==> src/rtl/au_pipe.sv <==
// Two-stage pipelined add/sub/paddsw arithmetic unit with valid/ready on both sides.
// S1 registers the request, S2 registers the computed result and flags.
module au_pipe #(
  parameter int WIDTH = 16,
  parameter int CNT_W = 16
) (
  input  logic             clk,
  input  logic             rst,
  input  logic             in_valid,
  output logic             in_ready,
  input  logic [3:0]       in_cmd,
  input  logic [WIDTH-1:0] in_a,
  input  logic [WIDTH-1:0] in_b,
  output logic             out_valid,
  input  logic             out_ready,
  output logic [WIDTH-1:0] out_result,
  output logic             out_cout,
  output logic             out_ovf,
  output logic             out_err,
  output logic [CNT_W-1:0] done_cnt
);

  localparam int LANES = WIDTH / 4;

  typedef enum logic [1:0] {
    OP_ADD  = 2'b00,
    OP_SUB  = 2'b01,
    OP_PADD = 2'b10,
    OP_RSVD = 2'b11
  } op_e;

  op_e              s1_op_q, s1_op_d;
  logic             s1_valid_q, s1_valid_d;
  logic [WIDTH-1:0] s1_a_q, s1_a_d;
  logic [WIDTH-1:0] s1_b_q, s1_b_d;

  logic             s2_valid_q, s2_valid_d;
  logic [WIDTH-1:0] s2_result_q, s2_result_d;
  logic             s2_cout_q, s2_cout_d;
  logic             s2_ovf_q, s2_ovf_d;
  logic             s2_err_q, s2_err_d;
  logic [CNT_W-1:0] done_cnt_q, done_cnt_d;

  logic in_fire, out_fire, s2_load;
  logic unused_cmd_bits;

  assign unused_cmd_bits = ^{in_cmd[2], in_cmd[0]};

  assign in_ready = !s1_valid_q || !s2_valid_q || out_ready;
  assign in_fire  = in_valid && in_ready;
  assign out_fire = s2_valid_q && out_ready;
  assign s2_load  = s1_valid_q && (!s2_valid_q || out_ready);

  // ADD and SUB share one adder: SUB is A + ~B + 1.
  logic             is_sub;
  logic [WIDTH-1:0] b_x;
  logic [WIDTH:0]   arith;
  logic             arith_ovf;

  assign is_sub    = (s1_op_q == OP_SUB);
  assign b_x       = is_sub ? ~s1_b_q : s1_b_q;
  assign arith     = {1'b0, s1_a_q} + {1'b0, b_x} + {{WIDTH{1'b0}}, is_sub};
  assign arith_ovf = (s1_a_q[WIDTH-1] == b_x[WIDTH-1]) &&
                     (arith[WIDTH-1] != s1_a_q[WIDTH-1]);

  logic [WIDTH-1:0] padd;
  logic [LANES-1:0] lane_sat;

  for (genvar g = 0; g < LANES; g++) begin : g_lane
    logic [4:0] lsum;
    assign lsum        = {s1_a_q[4*g+3], s1_a_q[4*g +: 4]} +
                         {s1_b_q[4*g+3], s1_b_q[4*g +: 4]};
    // A 5-bit signed sum whose top two bits disagree does not fit in 4 bits.
    assign lane_sat[g] = lsum[4] ^ lsum[3];
    assign padd[4*g +: 4] = lane_sat[g] ? (lsum[4] ? 4'h8 : 4'h7) : lsum[3:0];
  end

  always_comb begin
    s1_valid_d  = s1_valid_q;
    s1_op_d     = s1_op_q;
    s1_a_d      = s1_a_q;
    s1_b_d      = s1_b_q;
    s2_valid_d  = s2_valid_q;
    s2_result_d = s2_result_q;
    s2_cout_d   = s2_cout_q;
    s2_ovf_d    = s2_ovf_q;
    s2_err_d    = s2_err_q;
    done_cnt_d  = done_cnt_q + {{(CNT_W-1){1'b0}}, out_fire};

    if (in_fire) begin
      s1_valid_d = 1'b1;
      s1_op_d    = op_e'({in_cmd[3], in_cmd[1]});
      s1_a_d     = in_a;
      s1_b_d     = in_b;
    end else if (s2_load) begin
      s1_valid_d = 1'b0;
    end

    if (s2_load) begin
      s2_valid_d = 1'b1;
      unique case (s1_op_q)
        OP_ADD, OP_SUB: begin
          s2_result_d = arith[WIDTH-1:0];
          s2_cout_d   = arith[WIDTH];
          s2_ovf_d    = arith_ovf;
          s2_err_d    = 1'b0;
        end
        OP_PADD: begin
          s2_result_d = padd;
          s2_cout_d   = 1'b0;
          s2_ovf_d    = |lane_sat;
          s2_err_d    = 1'b0;
        end
        default: begin
          s2_result_d = '0;
          s2_cout_d   = 1'b0;
          s2_ovf_d    = 1'b0;
          s2_err_d    = 1'b1;
        end
      endcase
    end else if (out_fire) begin
      s2_valid_d = 1'b0;
    end
  end

  always_ff @(posedge clk) begin
    if (rst) begin
      s1_valid_q  <= 1'b0;
      s1_op_q     <= OP_ADD;
      s1_a_q      <= '0;
      s1_b_q      <= '0;
      s2_valid_q  <= 1'b0;
      s2_result_q <= '0;
      s2_cout_q   <= 1'b0;
      s2_ovf_q    <= 1'b0;
      s2_err_q    <= 1'b0;
      done_cnt_q  <= '0;
    end else begin
      s1_valid_q  <= s1_valid_d;
      s1_op_q     <= s1_op_d;
      s1_a_q      <= s1_a_d;
      s1_b_q      <= s1_b_d;
      s2_valid_q  <= s2_valid_d;
      s2_result_q <= s2_result_d;
      s2_cout_q   <= s2_cout_d;
      s2_ovf_q    <= s2_ovf_d;
      s2_err_q    <= s2_err_d;
      done_cnt_q  <= done_cnt_d;
    end
  end

  assign out_valid  = s2_valid_q;
  assign out_result = s2_result_q;
  assign out_cout   = s2_cout_q;
  assign out_ovf    = s2_ovf_q;
  assign out_err    = s2_err_q;
  assign done_cnt   = done_cnt_q;

endmodule
==> config.mk <==
export PLATFORM = sky130hd
export DESIGN_NAME = au_pipe
export DESIGN_NICKNAME = d
export VERILOG_FILES = /design/src/rtl/au_pipe.sv
export SDC_FILE = /design/constraint.sdc
export NUM_CORES = 1
export LEC_CHECK = 0
export CORE_MARGIN = 3
export CORE_UTILIZATION = 58
export CTS_CLUSTER_DIAMETER = 100
export DETAILED_ROUTE_END_ITERATION = 16
export GPL_ROUTABILITY_DRIVEN = 0
export GPL_TIMING_DRIVEN = 1
export MAX_ROUTING_LAYER = met4
export PLACE_DENSITY = 0.86
export SETUP_SLACK_MARGIN = 0.5
export SLEW_MARGIN = 5
export SYNTH_ARGS = -nofsm -noshare
export SYNTH_HDL_FRONTEND = slang
export SYNTH_SLANG_ARGS = --single-unit
==> constraint.sdc <==
create_clock -name clk -period 5.15 [get_ports clk]
set_clock_uncertainty 0.2 [all_clocks]
set_input_delay 0.7725 -clock clk [delete_from_list [all_inputs] [get_ports clk]]
set_output_delay 0.7725 -clock clk [all_outputs]
set_load 0.05 [all_outputs]
# ---- Yosys cells after proc, flatten, opt, wreduce, memory -nomap -nowiden
# Cells that the tools add are included.
dict set report totals {
  regBits 71
  input_bits 40
  out_inout_bits 37
  wordCells 58
}
dict set report classes {
  add_sub_neg 7
  eq_ne 4
  muxes 17
  bitwise 5
  n_reduce_logical 15
}
# operator n
set op_table {}
lappend op_table {{2-to-1 mux 4 bit} 8}
lappend op_table {{case mux 16 bit (2 select lines)} 1}
lappend op_table {{adder 4 x 4 -> 5 bit} 4}
lappend op_table {{adder 16 x 16 -> 17 bit} 1}
lappend op_table {{adder 17 x 1 -> 17 bit} 1}
lappend op_table {{adder 16 x 1 -> 16 bit} 1}
lappend op_table {{2-to-1 mux 16 bit} 1}
lappend op_table {{inverter 16 bit} 1}
lappend op_table {{2-to-1 mux 1 bit} 6}
lappend op_table {{logical AND 1 bit} 4}
lappend op_table {{nonzero test 2 bit} 2}
lappend op_table {{OR reduction 4 bit} 1}
lappend op_table {{XOR 1 bit} 4}
lappend op_table {{logical OR 1 bit} 3}
lappend op_table {{OR reduction 3 bit} 1}
lappend op_table {{== test 2 x 1 -> 1 bit, second input constant} 1}
lappend op_table {{== test 2 bit, second input constant} 1}
lappend op_table {{logical NOT 1 bit} 2}
lappend op_table {{logical NOT 2 bit} 1}
lappend op_table {{case mux 1 bit (2 select lines)} 1}
lappend op_table {{OR reduction 2 bit} 1}
lappend op_table {{== test 1 bit} 1}
lappend op_table {{inequality test 1 bit} 1}

# ---- Depth between registers and ports, before layout
dict set report logic_depth {
  depth_word 7
  mapped_depth 12
  ltp_nobuf 12
}

# ---- Worst setup path before layout
# Ideal clock, no wire load.
dict set report synth_path {
  kind {reg2reg}
  startpoint {register s1_op_q[1]}
  endpoint {register s2_result_q[14], in the netlist out_result[14]}
  setup_ns 0.076
  t_arrival_ns 2.690
  required_time_ns 4.874
  path_slack_ns 2.184
  stages_incl_launch_ff 13
  n_path_buf 1
  period_less_slack_ns 2.966
  path_cell_list {dfxtp_1 clkinv_1 nand2_1 buf_2 xnor2_1 ha_1 o211ai_1 o21bai_1 a21oi_1 o21ai_0 nand2b_1 mux2_2 o22ai_1}
}
dict set report synth_via {
  elab_chain_cells 5
  elab_cells_between_ends 8
  classes_between {add/sub: 2; eq/ne: 2; mux: 2; reduce/logical: 2}
}
# item line_no
set synth_rtl {}
lappend synth_rtl {{start: declaration} 32} ;# op_e s1_op_q, s1_op_d;
lappend synth_rtl {{start signal: assignment} 140} ;# s1_op_q <= s1_op_d;
lappend synth_rtl {{== test 2 x 1 -> 1 bit} {60, 101}}
lappend synth_rtl {{2-to-1 mux 16 bit} 61} ;# assign b_x = is_sub ? ~s1_b_q : s1_b_q;
lappend synth_rtl {{adder 16 x 16 -> 17 bit} 62} ;# assign arith = {1'b0, s1_a_q} + {1'b0, b_x} + {{WIDTH{1'b0}}, is_sub};
lappend synth_rtl {{adder 17 x 1 -> 17 bit} 62}
lappend synth_rtl {{case mux 16 bit (2 select lines) (*)} 101} ;# unique case (s1_op_q)
lappend synth_rtl {{end signal: assignment} 144} ;# s2_result_q <= s2_result_d;
lappend synth_rtl {{end: declaration} 38} ;# logic [WIDTH-1:0] s2_result_q, s2_result_d;
# Every way passes the cells marked *; elsewhere a longest branch is shown, timed or not.
# A chain may end at the register's enable or synchronous reset.

# ---- Worst setup path after layout
# Same ends and word-level chain as after synthesis.

==> reports/results.ini <==
[grt]
grt_pass1_wl_um = 19510
use_met3 = 0.05128
met1_usage = 0.3435
grt-ovfl-total = 0
grt_pass1_vias = 4237
grt_max_degree = 74
grtUsageTotal = 0.2812
busiest_layer = met2
antenna_found_initial = 0
grt_use_met2 = 0.4760

[timing]
tightest_slew_ns = 1.186
min_period_ns = 3.872
setup_violations = 0
period_share = 0.7518
rsz0062_at_grt = false
slew_headroom = 0.2072
max_freq_mhz = 258.3
finalHoldViolations = 0
maxSlewViolCount = 0
fin_setup_tns_ns = 0

[route]
wl_um = 11670
drt_first_pass_iters = 4
postRouteAntennaNets = 0
dr.first_iter.drc_count = 250
vias = 4433
drcViolationCount = 0
vias_per_cell = 5.950
wl_per_cell_um = 15.67

[floorplan]
die_width_um = 94.05
initial_utilization = 0.6102
fp.coreArea_sq_um = 7370
rows = 31
dieArea_sq_um = 8845
die_y_um = 94.05
io_pins = 77

[logic_synthesis]
synth_area_leaders = dfxtp_1, ha_1, nand2_1, a21oi_1, xnor2_1
ys_async_sr_fraction = 0
yosysWarnings = 0
synth.distinct_cells = 53
ys.flop_type = dfxtp_1
synth_seq_area_share = 0.3161
synth_area_sq_um = 4497
avgSynthCellArea_sq_um = 7.780
yosysTopAreaCell = dfxtp_1
synth_top_cell_area_share = 0.3161
synthCells = 578
ys_ff_latch = 71
syn_nets = 656
synth-edff-count = 0

[clocking]
cts_hold_buf = 0
clk_latency_ns = 0.36
htreeDepth = 3
clockRootBuffer = clkbuf_8
cts_buffer_depth = 2
cts_num_sinks = 71
tritoncts = yes
cts.clk_slew.worst_paths_ns = 0.08
cts_made_buffers = 9
cts_setup_buffers = 0
post_cts_resized = 0

[layout]
nNetsFinal = 719
syn2layout_area_growth_pct = 22.32
nFillCells = 568
drive_gt1_frac = 0.03715
ff_latch_area_sq_um = 1421
design_area_sq_um = 5500
multi_input_area_sq_um = 2894
diodes = 0
final_cell_mix = nand2_1, a21oi_1, clkdlybuf4s50_1, dfxtp_1, ha_1
final_common_cell = nand2_1
instances_no_fill = 745

[setup_path]
startpoint_type = flop
crit_path_end_kind = flop
crit_required_ns = 5.22
cp.arrival_ns = 3.95
crit_type = flop to flop
path_max_fanout = 12

[placed_design]
placed_area_sq_um = 5276
placedCellCount = 728
place_hpwl_um = 8402
io_buffers = 74

[pwr]
vdd_drop_max_uv = 238.1
leakagePower_nw = 2.196
power_density_nw_per_um2 = 254.5

[flow_run]
drv_cap = 0

[hold_path]
min_path_type = flop to flop

[run_status]
outcome = finished, final reports clean

==> sequential cells by signal, summed over array words and instances, names as in the netlist, 2 cells and up <==
name	cells
done_cnt	16
out_result	16
s1_a_q	16
s1_b_q	16
s1_op_q	2
==> path summary, 6_finish.rpt <==
kind | startpoint | to | cells past startpoint | slack (ns)
setup / recovery | s1_op_q[1] | out_result[14] | 12 | 1.28
hold / removal | out_result[12] | out_result[12] | 2 | 0.27
setup reg to reg | s1_op_q[1] | out_result[14] | 12 | 1.28
hold reg to reg | out_result[12] | out_result[12] | 2 | 0.27
==> cell type report <==
type	instances	share of cell area
multi-input cells	459	0.5262
flip-flops and latches	71	0.2584
repair buffers	77	0.1415
clock buffers	10	0.02320
well taps	99	0.02252
inverters	23	0.01570
clock inverters	6	0.01251
==> report_power, final <==
group | internal [mW] | total [mW] | switching, mW
logic | 0.146 | 0.340 | 0.195
clock network | 0.227 | 0.460 | 0.233
registers | 0.575 | 0.599 | 0.0248
==> cell families after synthesis <==
group / count (synthesis) / share of synthesized area
and+or+nand+nor: 207 / 0.2070
AOI/OAI and AO/OA: 169 / 0.2321
DFF: 71 / 0.3161
buffers and inverters: 48 / 0.04034
adders and majority gates: 38 / 0.1141
xor gates and xnor gates: 37 / 0.07206
muxes: 8 / 0.01836
==> worst max-delay path, cell delays in order (launching register included) <==
cell	delay [ns]
dfxtp_1	0.57
clkinv_1	0.39
nand2_1	0.45
buf_4	0.29
xnor2_1	0.14
ha_1	0.32
a21o_1	0.22
a31oi_1	0.19
nand2_1	0.07
o21ai_0	0.23
nand2b_1	0.19
mux2_2	0.36
o22ai_1	0.14
==> stage by stage <==
stage | setup slack [ns] | hold slack (ns) | power, mW | util
global placement | 1.489 | 0.2399 | 0.9308 | 0.7160
floorplan | 2.184 | 0.2579 | 0.8438 | -
CTS | 1.347 | 0.2705 | 1.398 | 0.7426
detailed placement | 1.431 | 0.2588 | 0.9437 | 0.7160
global route | 1.044 | 0.2950 | 1.467 | 0.7464
finish | 1.278 | 0.2663 | 1.400 | 0.7464
==> per-layer routing <==
| metal | routed length (um) | vias up | part of all wire |
|---|---|---|---|
| met3 | 560 | 21 | 0.048 |
| met1 | 5123 | 2114 | 0.44 |
| met5 | 0 | - | 0 |
| met4 | 159 | 0 | 0.014 |
| li1 | - | 2168 | - |
| met2 | 5830 | 130 | 0.50 |
==> synth_stat cells (6+ instances only) <==
cell	number
nand2b_1	8
nand2_1	105
a21oi_1	74
mux2i_1	6
a22oi_1	8
ha_1	33
clkbuf_1	21
nor2_1	31
or3_1	8
nor2b_1	13
o22ai_1	8
inv_1	22
xor2_1	10
o21ai_0	26
dfxtp_1	71
xnor2_1	27
nand3_1	11
a21o_1	8
nor3_1	13
(Power assumes the default switching activity.)
